==> src/rtl/axi_arb_pkg.sv <==
// rtl/axi_arb_pkg.sv - shared FSM state types and constants for the two-master AXI3 arbiter
package axi_arb_pkg;

  typedef enum logic [1:0] {
    WR_IDLE,
    WR_ADDR,
    WR_DATA,
    WR_RESP
  } wr_state_t;

  typedef enum logic [1:0] {
    RD_IDLE,
    RD_ADDR,
    RD_DATA
  } rd_state_t;

  localparam logic       ARB_M0    = 1'b0;
  localparam logic       ARB_M1    = 1'b1;
  localparam logic [1:0] RESP_OKAY = 2'b00;

endpackage

==> src/rtl/rr_arb2.sv <==
// rtl/rr_arb2.sv - 2-way round-robin picker holding the latched grant and the preference pointer
module rr_arb2
  import axi_arb_pkg::*;
(
  input  logic       clk,
  input  logic       resetn,
  input  logic [1:0] req,
  input  logic       load,
  input  logic       advance,
  output logic       grant,
  output logic       pointer
);

  logic pick;

  // A lone requester wins outright; the pointer only breaks ties.
  always_comb begin
    case (req)
      2'b01:   pick = ARB_M0;
      2'b10:   pick = ARB_M1;
      default: pick = pointer;
    endcase
  end

  always_ff @(posedge clk) begin
    if (!resetn) begin
      grant   <= ARB_M0;
      pointer <= ARB_M0;
    end else begin
      if (load) begin
        grant <= pick;
      end
      if (advance) begin
        pointer <= ~grant;
      end
    end
  end

endmodule

==> src/rtl/axi_2m_arbiter.sv <==
// rtl/axi_2m_arbiter.sv - two-master AXI3 arbiter, independent single-outstanding read and write paths
module axi_2m_arbiter
  import axi_arb_pkg::*;
#(
  parameter  int ADDR_WIDTH = 32,
  parameter  int DATA_WIDTH = 64,
  parameter  int MID_WIDTH  = 4,
  localparam int STRB_WIDTH = DATA_WIDTH / 8,
  localparam int SID_WIDTH  = MID_WIDTH + 1
) (
  input  logic                  ACLK,
  input  logic                  ARESETN,
  // master 0
  input  logic                  M0_AWVALID,
  input  logic [ADDR_WIDTH-1:0] M0_AWADDR,
  input  logic [3:0]            M0_AWLEN,
  input  logic [2:0]            M0_AWSIZE,
  input  logic [1:0]            M0_AWBURST,
  input  logic [MID_WIDTH-1:0]  M0_AWID,
  output logic                  M0_AWREADY,
  input  logic                  M0_WVALID,
  input  logic [DATA_WIDTH-1:0] M0_WDATA,
  input  logic [STRB_WIDTH-1:0] M0_WSTRB,
  input  logic                  M0_WLAST,
  output logic                  M0_WREADY,
  output logic                  M0_BVALID,
  output logic [MID_WIDTH-1:0]  M0_BID,
  output logic [1:0]            M0_BRESP,
  input  logic                  M0_BREADY,
  input  logic                  M0_ARVALID,
  input  logic [ADDR_WIDTH-1:0] M0_ARADDR,
  input  logic [3:0]            M0_ARLEN,
  input  logic [2:0]            M0_ARSIZE,
  input  logic [1:0]            M0_ARBURST,
  input  logic [MID_WIDTH-1:0]  M0_ARID,
  output logic                  M0_ARREADY,
  output logic                  M0_RVALID,
  output logic [DATA_WIDTH-1:0] M0_RDATA,
  output logic [MID_WIDTH-1:0]  M0_RID,
  output logic [1:0]            M0_RRESP,
  output logic                  M0_RLAST,
  input  logic                  M0_RREADY,
  // master 1
  input  logic                  M1_AWVALID,
  input  logic [ADDR_WIDTH-1:0] M1_AWADDR,
  input  logic [3:0]            M1_AWLEN,
  input  logic [2:0]            M1_AWSIZE,
  input  logic [1:0]            M1_AWBURST,
  input  logic [MID_WIDTH-1:0]  M1_AWID,
  output logic                  M1_AWREADY,
  input  logic                  M1_WVALID,
  input  logic [DATA_WIDTH-1:0] M1_WDATA,
  input  logic [STRB_WIDTH-1:0] M1_WSTRB,
  input  logic                  M1_WLAST,
  output logic                  M1_WREADY,
  output logic                  M1_BVALID,
  output logic [MID_WIDTH-1:0]  M1_BID,
  output logic [1:0]            M1_BRESP,
  input  logic                  M1_BREADY,
  input  logic                  M1_ARVALID,
  input  logic [ADDR_WIDTH-1:0] M1_ARADDR,
  input  logic [3:0]            M1_ARLEN,
  input  logic [2:0]            M1_ARSIZE,
  input  logic [1:0]            M1_ARBURST,
  input  logic [MID_WIDTH-1:0]  M1_ARID,
  output logic                  M1_ARREADY,
  output logic                  M1_RVALID,
  output logic [DATA_WIDTH-1:0] M1_RDATA,
  output logic [MID_WIDTH-1:0]  M1_RID,
  output logic [1:0]            M1_RRESP,
  output logic                  M1_RLAST,
  input  logic                  M1_RREADY,
  // slave side toward the bridge
  output logic                  S_AWVALID,
  output logic [ADDR_WIDTH-1:0] S_AWADDR,
  output logic [3:0]            S_AWLEN,
  output logic [2:0]            S_AWSIZE,
  output logic [1:0]            S_AWBURST,
  output logic [SID_WIDTH-1:0]  S_AWID,
  input  logic                  S_AWREADY,
  output logic                  S_WVALID,
  output logic [DATA_WIDTH-1:0] S_WDATA,
  output logic [STRB_WIDTH-1:0] S_WSTRB,
  output logic                  S_WLAST,
  input  logic                  S_WREADY,
  input  logic                  S_BVALID,
  input  logic [SID_WIDTH-1:0]  S_BID,
  input  logic [1:0]            S_BRESP,
  output logic                  S_BREADY,
  output logic                  S_ARVALID,
  output logic [ADDR_WIDTH-1:0] S_ARADDR,
  output logic [3:0]            S_ARLEN,
  output logic [2:0]            S_ARSIZE,
  output logic [1:0]            S_ARBURST,
  output logic [SID_WIDTH-1:0]  S_ARID,
  input  logic                  S_ARREADY,
  input  logic                  S_RVALID,
  input  logic [DATA_WIDTH-1:0] S_RDATA,
  input  logic [SID_WIDTH-1:0]  S_RID,
  input  logic [1:0]            S_RRESP,
  input  logic                  S_RLAST,
  output logic                  S_RREADY
);

  wr_state_t wr_state, wr_next;
  rd_state_t rd_state, rd_next;
  logic      wr_grant, wr_load, wr_adv, wr_ptr_unused;
  logic      rd_grant, rd_load, rd_adv, rd_ptr_unused;
  logic      unused_id_msb;

  rr_arb2 u_wr_arb (
    .clk     (ACLK),
    .resetn  (ARESETN),
    .req     ({M1_AWVALID, M0_AWVALID}),
    .load    (wr_load),
    .advance (wr_adv),
    .grant   (wr_grant),
    .pointer (wr_ptr_unused)
  );

  rr_arb2 u_rd_arb (
    .clk     (ACLK),
    .resetn  (ARESETN),
    .req     ({M1_ARVALID, M0_ARVALID}),
    .load    (rd_load),
    .advance (rd_adv),
    .grant   (rd_grant),
    .pointer (rd_ptr_unused)
  );

  always_ff @(posedge ACLK) begin
    if (!ARESETN) begin
      wr_state <= WR_IDLE;
      rd_state <= RD_IDLE;
    end else begin
      wr_state <= wr_next;
      rd_state <= rd_next;
    end
  end

  // Response routing trusts the latched grant, never the ID MSB returned by the bridge.
  assign unused_id_msb = S_BID[MID_WIDTH] ^ S_RID[MID_WIDTH];
  assign M0_BID   = S_BID[MID_WIDTH-1:0];
  assign M1_BID   = S_BID[MID_WIDTH-1:0];
  assign M0_BRESP = S_BRESP;
  assign M1_BRESP = S_BRESP;
  assign M0_RID   = S_RID[MID_WIDTH-1:0];
  assign M1_RID   = S_RID[MID_WIDTH-1:0];
  assign M0_RDATA = S_RDATA;
  assign M1_RDATA = S_RDATA;
  assign M0_RRESP = S_RRESP;
  assign M1_RRESP = S_RRESP;
  assign M0_RLAST = S_RLAST;
  assign M1_RLAST = S_RLAST;

  always_comb begin
    wr_next    = wr_state;
    wr_load    = 1'b0;
    wr_adv     = 1'b0;
    S_AWVALID  = 1'b0;
    S_AWADDR   = '0;
    S_AWLEN    = '0;
    S_AWSIZE   = '0;
    S_AWBURST  = '0;
    S_AWID     = '0;
    S_WVALID   = 1'b0;
    S_WDATA    = '0;
    S_WSTRB    = '0;
    S_WLAST    = 1'b0;
    S_BREADY   = 1'b0;
    M0_AWREADY = 1'b0;
    M1_AWREADY = 1'b0;
    M0_WREADY  = 1'b0;
    M1_WREADY  = 1'b0;
    M0_BVALID  = 1'b0;
    M1_BVALID  = 1'b0;
    case (wr_state)
      WR_IDLE: begin
        if (M0_AWVALID || M1_AWVALID) begin
          wr_load = 1'b1;
          wr_next = WR_ADDR;
        end
      end
      WR_ADDR: begin
        S_AWVALID  = wr_grant ? M1_AWVALID : M0_AWVALID;
        S_AWADDR   = wr_grant ? M1_AWADDR  : M0_AWADDR;
        S_AWLEN    = wr_grant ? M1_AWLEN   : M0_AWLEN;
        S_AWSIZE   = wr_grant ? M1_AWSIZE  : M0_AWSIZE;
        S_AWBURST  = wr_grant ? M1_AWBURST : M0_AWBURST;
        S_AWID     = {wr_grant, (wr_grant ? M1_AWID : M0_AWID)};
        M0_AWREADY = (wr_grant == ARB_M0) & S_AWREADY;
        M1_AWREADY = (wr_grant == ARB_M1) & S_AWREADY;
        if (S_AWVALID && S_AWREADY) begin
          wr_next = WR_DATA;
        end
      end
      WR_DATA: begin
        S_WVALID  = wr_grant ? M1_WVALID : M0_WVALID;
        S_WDATA   = wr_grant ? M1_WDATA  : M0_WDATA;
        S_WSTRB   = wr_grant ? M1_WSTRB  : M0_WSTRB;
        S_WLAST   = wr_grant ? M1_WLAST  : M0_WLAST;
        M0_WREADY = (wr_grant == ARB_M0) & S_WREADY;
        M1_WREADY = (wr_grant == ARB_M1) & S_WREADY;
        if (S_WVALID && S_WREADY && S_WLAST) begin
          wr_next = WR_RESP;
        end
      end
      WR_RESP: begin
        S_BREADY  = wr_grant ? M1_BREADY : M0_BREADY;
        M0_BVALID = (wr_grant == ARB_M0) & S_BVALID;
        M1_BVALID = (wr_grant == ARB_M1) & S_BVALID;
        if (S_BVALID && S_BREADY) begin
          wr_adv  = 1'b1;
          wr_next = WR_IDLE;
        end
      end
      default: wr_next = WR_IDLE;
    endcase
  end

  always_comb begin
    rd_next    = rd_state;
    rd_load    = 1'b0;
    rd_adv     = 1'b0;
    S_ARVALID  = 1'b0;
    S_ARADDR   = '0;
    S_ARLEN    = '0;
    S_ARSIZE   = '0;
    S_ARBURST  = '0;
    S_ARID     = '0;
    S_RREADY   = 1'b0;
    M0_ARREADY = 1'b0;
    M1_ARREADY = 1'b0;
    M0_RVALID  = 1'b0;
    M1_RVALID  = 1'b0;
    case (rd_state)
      RD_IDLE: begin
        if (M0_ARVALID || M1_ARVALID) begin
          rd_load = 1'b1;
          rd_next = RD_ADDR;
        end
      end
      RD_ADDR: begin
        S_ARVALID  = rd_grant ? M1_ARVALID : M0_ARVALID;
        S_ARADDR   = rd_grant ? M1_ARADDR  : M0_ARADDR;
        S_ARLEN    = rd_grant ? M1_ARLEN   : M0_ARLEN;
        S_ARSIZE   = rd_grant ? M1_ARSIZE  : M0_ARSIZE;
        S_ARBURST  = rd_grant ? M1_ARBURST : M0_ARBURST;
        S_ARID     = {rd_grant, (rd_grant ? M1_ARID : M0_ARID)};
        M0_ARREADY = (rd_grant == ARB_M0) & S_ARREADY;
        M1_ARREADY = (rd_grant == ARB_M1) & S_ARREADY;
        if (S_ARVALID && S_ARREADY) begin
          rd_next = RD_DATA;
        end
      end
      RD_DATA: begin
        S_RREADY  = rd_grant ? M1_RREADY : M0_RREADY;
        M0_RVALID = (rd_grant == ARB_M0) & S_RVALID;
        M1_RVALID = (rd_grant == ARB_M1) & S_RVALID;
        if (S_RVALID && S_RREADY && S_RLAST) begin
          rd_adv  = 1'b1;
          rd_next = RD_IDLE;
        end
      end
      default: rd_next = RD_IDLE;
    endcase
  end

endmodule
==> config.mk <==
export PLATFORM = sky130hd
export DESIGN_NAME = axi_2m_arbiter
export DESIGN_NICKNAME = d
export VERILOG_FILES = /design/src/rtl/axi_arb_pkg.sv /design/src/rtl/rr_arb2.sv /design/src/rtl/axi_2m_arbiter.sv
export SDC_FILE = /design/constraint.sdc
export NUM_CORES = 1
export LEC_CHECK = 0
export CAP_MARGIN = 20
export CORE_AREA = 5 5 287 289
export CTS_CLUSTER_SIZE = 24
export DETAILED_ROUTE_END_ITERATION = 7
export DIE_AREA = 0 0 292 294
export GPL_ROUTABILITY_DRIVEN = 0
export PLACE_DENSITY = 0.38
export SLEW_MARGIN = 10
export SYNTH_ARGS = -nofsm -noshare
export SYNTH_HDL_FRONTEND = slang
export SYNTH_SLANG_ARGS = --single-unit
export TNS_END_PERCENT = 50
==> constraint.sdc <==
create_clock -name ACLK -period 2.1 [get_ports ACLK]
set_clock_uncertainty 0.05 [all_clocks]
set_input_delay 0.315 -clock ACLK [delete_from_list [all_inputs] [get_ports ACLK]]
set_output_delay 0.315 -clock ACLK [all_outputs]
set_load 0.05 [all_outputs]
==> results.sh <==
export IMPL_r2r_cells=7
export IMPL_postCtsHoldBufs=0
export IMPL_drt_total_wl_mm=37.3
export IMPL_synth_seq_area_share=0.0344
export IMPL_min_from="wr_state[0]"
export IMPL_wl_per_cell_um=18.1
export IMPL_cts_tree="yes"
export IMPL_worstPathRequired_ns=1.74
export IMPL_yosysUniqueCellTypes=30
export IMPL_cts_root_buf="clkbuf_16"
export IMPL_rrSetupSlack_ns=0.38
export IMPL_synth_compound_area_frac=0.0199
export IMPL_drv_cap=0
export IMPL_areaGrowthSynthToFinish_pct=171
export IMPL_fp_coreArea_mm2=0.0796
export IMPL_max_freq_ghz=0.489
export IMPL_cts_made_buffers=3
export IMPL_synthAdderAreaFrac=0.0242
export IMPL_drt_iter0_drc=98
export IMPL_antenna_found_initial=2
export IMPL_clkLatencyLatePin_ns=0.25
export IMPL_r2r_end="wr_state[1]"
export IMPL_pin_count=756
export IMPL_synth_top_family_by_area="multiplexers"
export IMPL_place_ws_ns=-0.0128
export IMPL_worst_pin_slew_ns=0.652
export IMPL_vias_per_cell=2.75
export IMPL_die_x_um=292
export IMPL_cp_max_fo=42
export IMPL_cp_start_kind="register"
export IMPL_synth_area_per_cell_um2=7.63
export IMPL_die_y_um=294
export IMPL_grt_use_total=0.0765
export IMPL_gr_total_overflow=0
export IMPL_yosys_area_share_simple=0.246
export IMPL_synthCells=611
export IMPL_timing_worst_setup_path_type="register to output port"
export IMPL_synthesis_nets=1042
export IMPL_critPathCaptureType="output port"
export IMPL_numPortBuffers=525
export IMPL_placed_cell_area_mm2=0.0121
export IMPL_hold_path_depth=2
export IMPL_p_leak_nw=4.47
export IMPL_muxShareOfSynthArea=0.370
export IMPL_hold_class="register to register"
export IMPL_fin_hold_ws_ns=0.470
export IMPL_clk_path_buf_depth=2
export IMPL_setup_viol=0
export IMPL_antenna_left=0
export IMPL_drv_slew=0
export IMPL_crit_arrival_ns=1.68
export IMPL_relSlewSlack=0.564
export IMPL_rsz0062_at_grt="yes"
export IMPL_ys_ff_latch=8
export IMPL_syn_cell_area_mm2=0.00466
export IMPL_rows=104
export IMPL_fin_crit_sh=0.973
export IMPL_grt_pass1_wl_mm=47.6
export IMPL_fillers=8980
export IMPL_first_pass_iters=4
export IMPL_grt_pass1_vias=6269
export IMPL_ir_drop_v=0.000213
export IMPL_synth_warnings=0
export IMPL_dp_hpwl_mm=32.6
export IMPL_fin_crit_ns=2.04
export IMPL_hold_viol_final=0
export IMPL_synth_xor_area_frac=0
export IMPL_fin_nets=1433
export IMPL_start_util=0.0585
export IMPL_clkTransAtPathRegs_ns=0.04
export IMPL_fin_ws_ns=0.0559
export IMPL_fin_area_mm2=0.0126
export IMPL_cts_sink_count=8
export IMPL_drive_above_1_share=0.333
export IMPL_p_total_mw=9.99
export IMPL_drc=0
export IMPL_cts_htree_levels=1
export IMPL_grt_max_degree=70
export IMPL_dieArea_mm2=0.0858
export IMPL_power_density_mw_per_mm2=792
export IMPL_vias=5670
export IMPL_r2r_start="u_wr_arb.grant"
export IMPL_whs_endpoint="wr_state[0]"
export IMPL_status="finished clean"
==> cells in the mapped netlist <==
library cell | n | area (um^2)
mux2i_1 | 171 | 1710
buf_4 | 168 | 1260
mux2_2 | 1 | 11.3
ha_1 | 9 | 113
o21ai_0 | 5 | 25.0
dfxtp_1 | 8 | 160
clkbuf_1 | 14 | 52.6
nand3_2 | 1 | 10.0
nand3_1 | 2 | 10.0
buf_2 | 10 | 50.1
o211a_1 | 2 | 20.0
nand2b_1 | 1 | 6.26
inv_1 | 10 | 37.5
and2_1 | 5 | 31.3
buf_12 | 1 | 20.0
nand4_2 | 1 | 12.5
a32oi_2 | 1 | 16.3
o211ai_1 | 1 | 7.51
nor2_1 | 50 | 188
o2bb2ai_1 | 1 | 8.76
a41oi_1 | 1 | 8.76
nor2b_1 | 125 | 782
a31oi_1 | 1 | 6.26
nand4b_1 | 1 | 8.76
buf_1 | 1 | 3.75
nand2_1 | 11 | 41.3
nor3_1 | 1 | 5.00
and4b_1 | 1 | 10.0
nand4_1 | 1 | 6.26
and3_1 | 6 | 37.5
==> critical path, stage by stage (launching register included) <==
cell and delay (ns):
dfxtp_2 0.34, inv_1 0.10, ha_1 0.23, buf_12 0.20
nor2b_1 0.35, buf_12 0.19
==> kinds of logic after synthesis <==
| kind of cell | Yosys count |
|---|---|
| AOI/OAI and AO/OA | 12 |
| adders and majority gates | 9 |
| buffers and inverters | 204 |
| DFF | 8 |
| muxes | 172 |
| and+or+nand+nor | 206 |
==> cell usage in the layout (no fill, tap or decap), types with 5 or more instances in the layout <==
cell / netlist / routed
o21ai_0: 5 / 5
nor2b_2: 0 / 69
dfxtp_1: 8 / 5
ha_1: 9 / 8
mux2i_2: 0 / 8
inv_1: 10 / 10
clkbuf_16: 0 / 6
and2_1: 5 / 5
mux2i_4: 0 / 5
mux2i_1: 171 / 158
and3_1: 6 / 6
nand2_1: 11 / 11
nor2b_1: 125 / 55
buf_12: 1 / 187
clkdlybuf4s50_1: 0 / 343
nor2_1: 50 / 48
buf_4: 168 / 44
==> per-layer routing <==
metal	part of all wire	vias to the layer above	wire, um	GRT usage
met5	0	-	0	0
met1	0.38	2518	14200	0.0821
met3	0.095	54	3550	0.0311
li1	-	2639	-	-
met2	0.50	459	18600	0.141
met4	0.026	0	987	0.0175
==> sequential cells by signal, summed over array words and instances, names as in the netlist <==
register	flops
u_wr_arb.grant	1
wr_state	2
u_rd_arb.grant	1
u_rd_arb.pointer	1
rd_state	2
u_wr_arb.pointer	1
==> final cells by class <==
cell class	instances	area, um^2	area share
tap	1060	1330	0.105
multi-input combinational	399	3370	0.267
antenna	1	2.50	0.000198
sequential	8	166	0.0132
clock buffer	4	78.8	0.00625
timing repair buffer	580	7640	0.605
inverter	10	37.5	0.00298
==> worst max-delay path by stage <==
stage | slack (ns) | cells past startpoint | end | from
after floorplan | -0.1 | 5 | S_WDATA[44] | wr_state[0]
after global routing | -0.03 | 5 | S_AWADDR[24] | wr_state[1]
after CTS | -0.01 | 5 | S_WDATA[58] | u_wr_arb.grant
after detailed placement | -0.01 | 5 | S_WDATA[58] | u_wr_arb.grant
after global placement | -0.04 | 5 | S_WDATA[58] | u_wr_arb.grant
final | 0.06 | 5 | S_AWADDR[24] | wr_state[1]
==> timing repair <==
action | in CTS | in global routing
hold endpoints to repair | 0 | 0
gates cloned | 0 | 3
setup endpoints to repair | 69 | 73
buffers inserted | 6 | 4
gates resized for setup | 16 | 61
pin swaps | 0 | 0
==> power by group <==
group / switching [mW] / internal [mW] / total, mW
clock network: 0.109 / 0.256 / 0.365
registers: 0.0478 / 0.192 / 0.240
logic: 4.85 / 4.53 / 9.39
total: 5.01 / 4.98 / 9.99
==> per-stage QoR <==
step,std cells,util,setup TNS (ns)
after floorplan,611,-,-1.42
after global placement,2044,0.152,-0.0377
after detailed placement,2044,0.152,-0.0128
after global routing,2061,0.158,-0.0481
after CTS,2054,0.154,-0.0569
final,2062,0.158,0
Power figures use the tool's default switching activity.
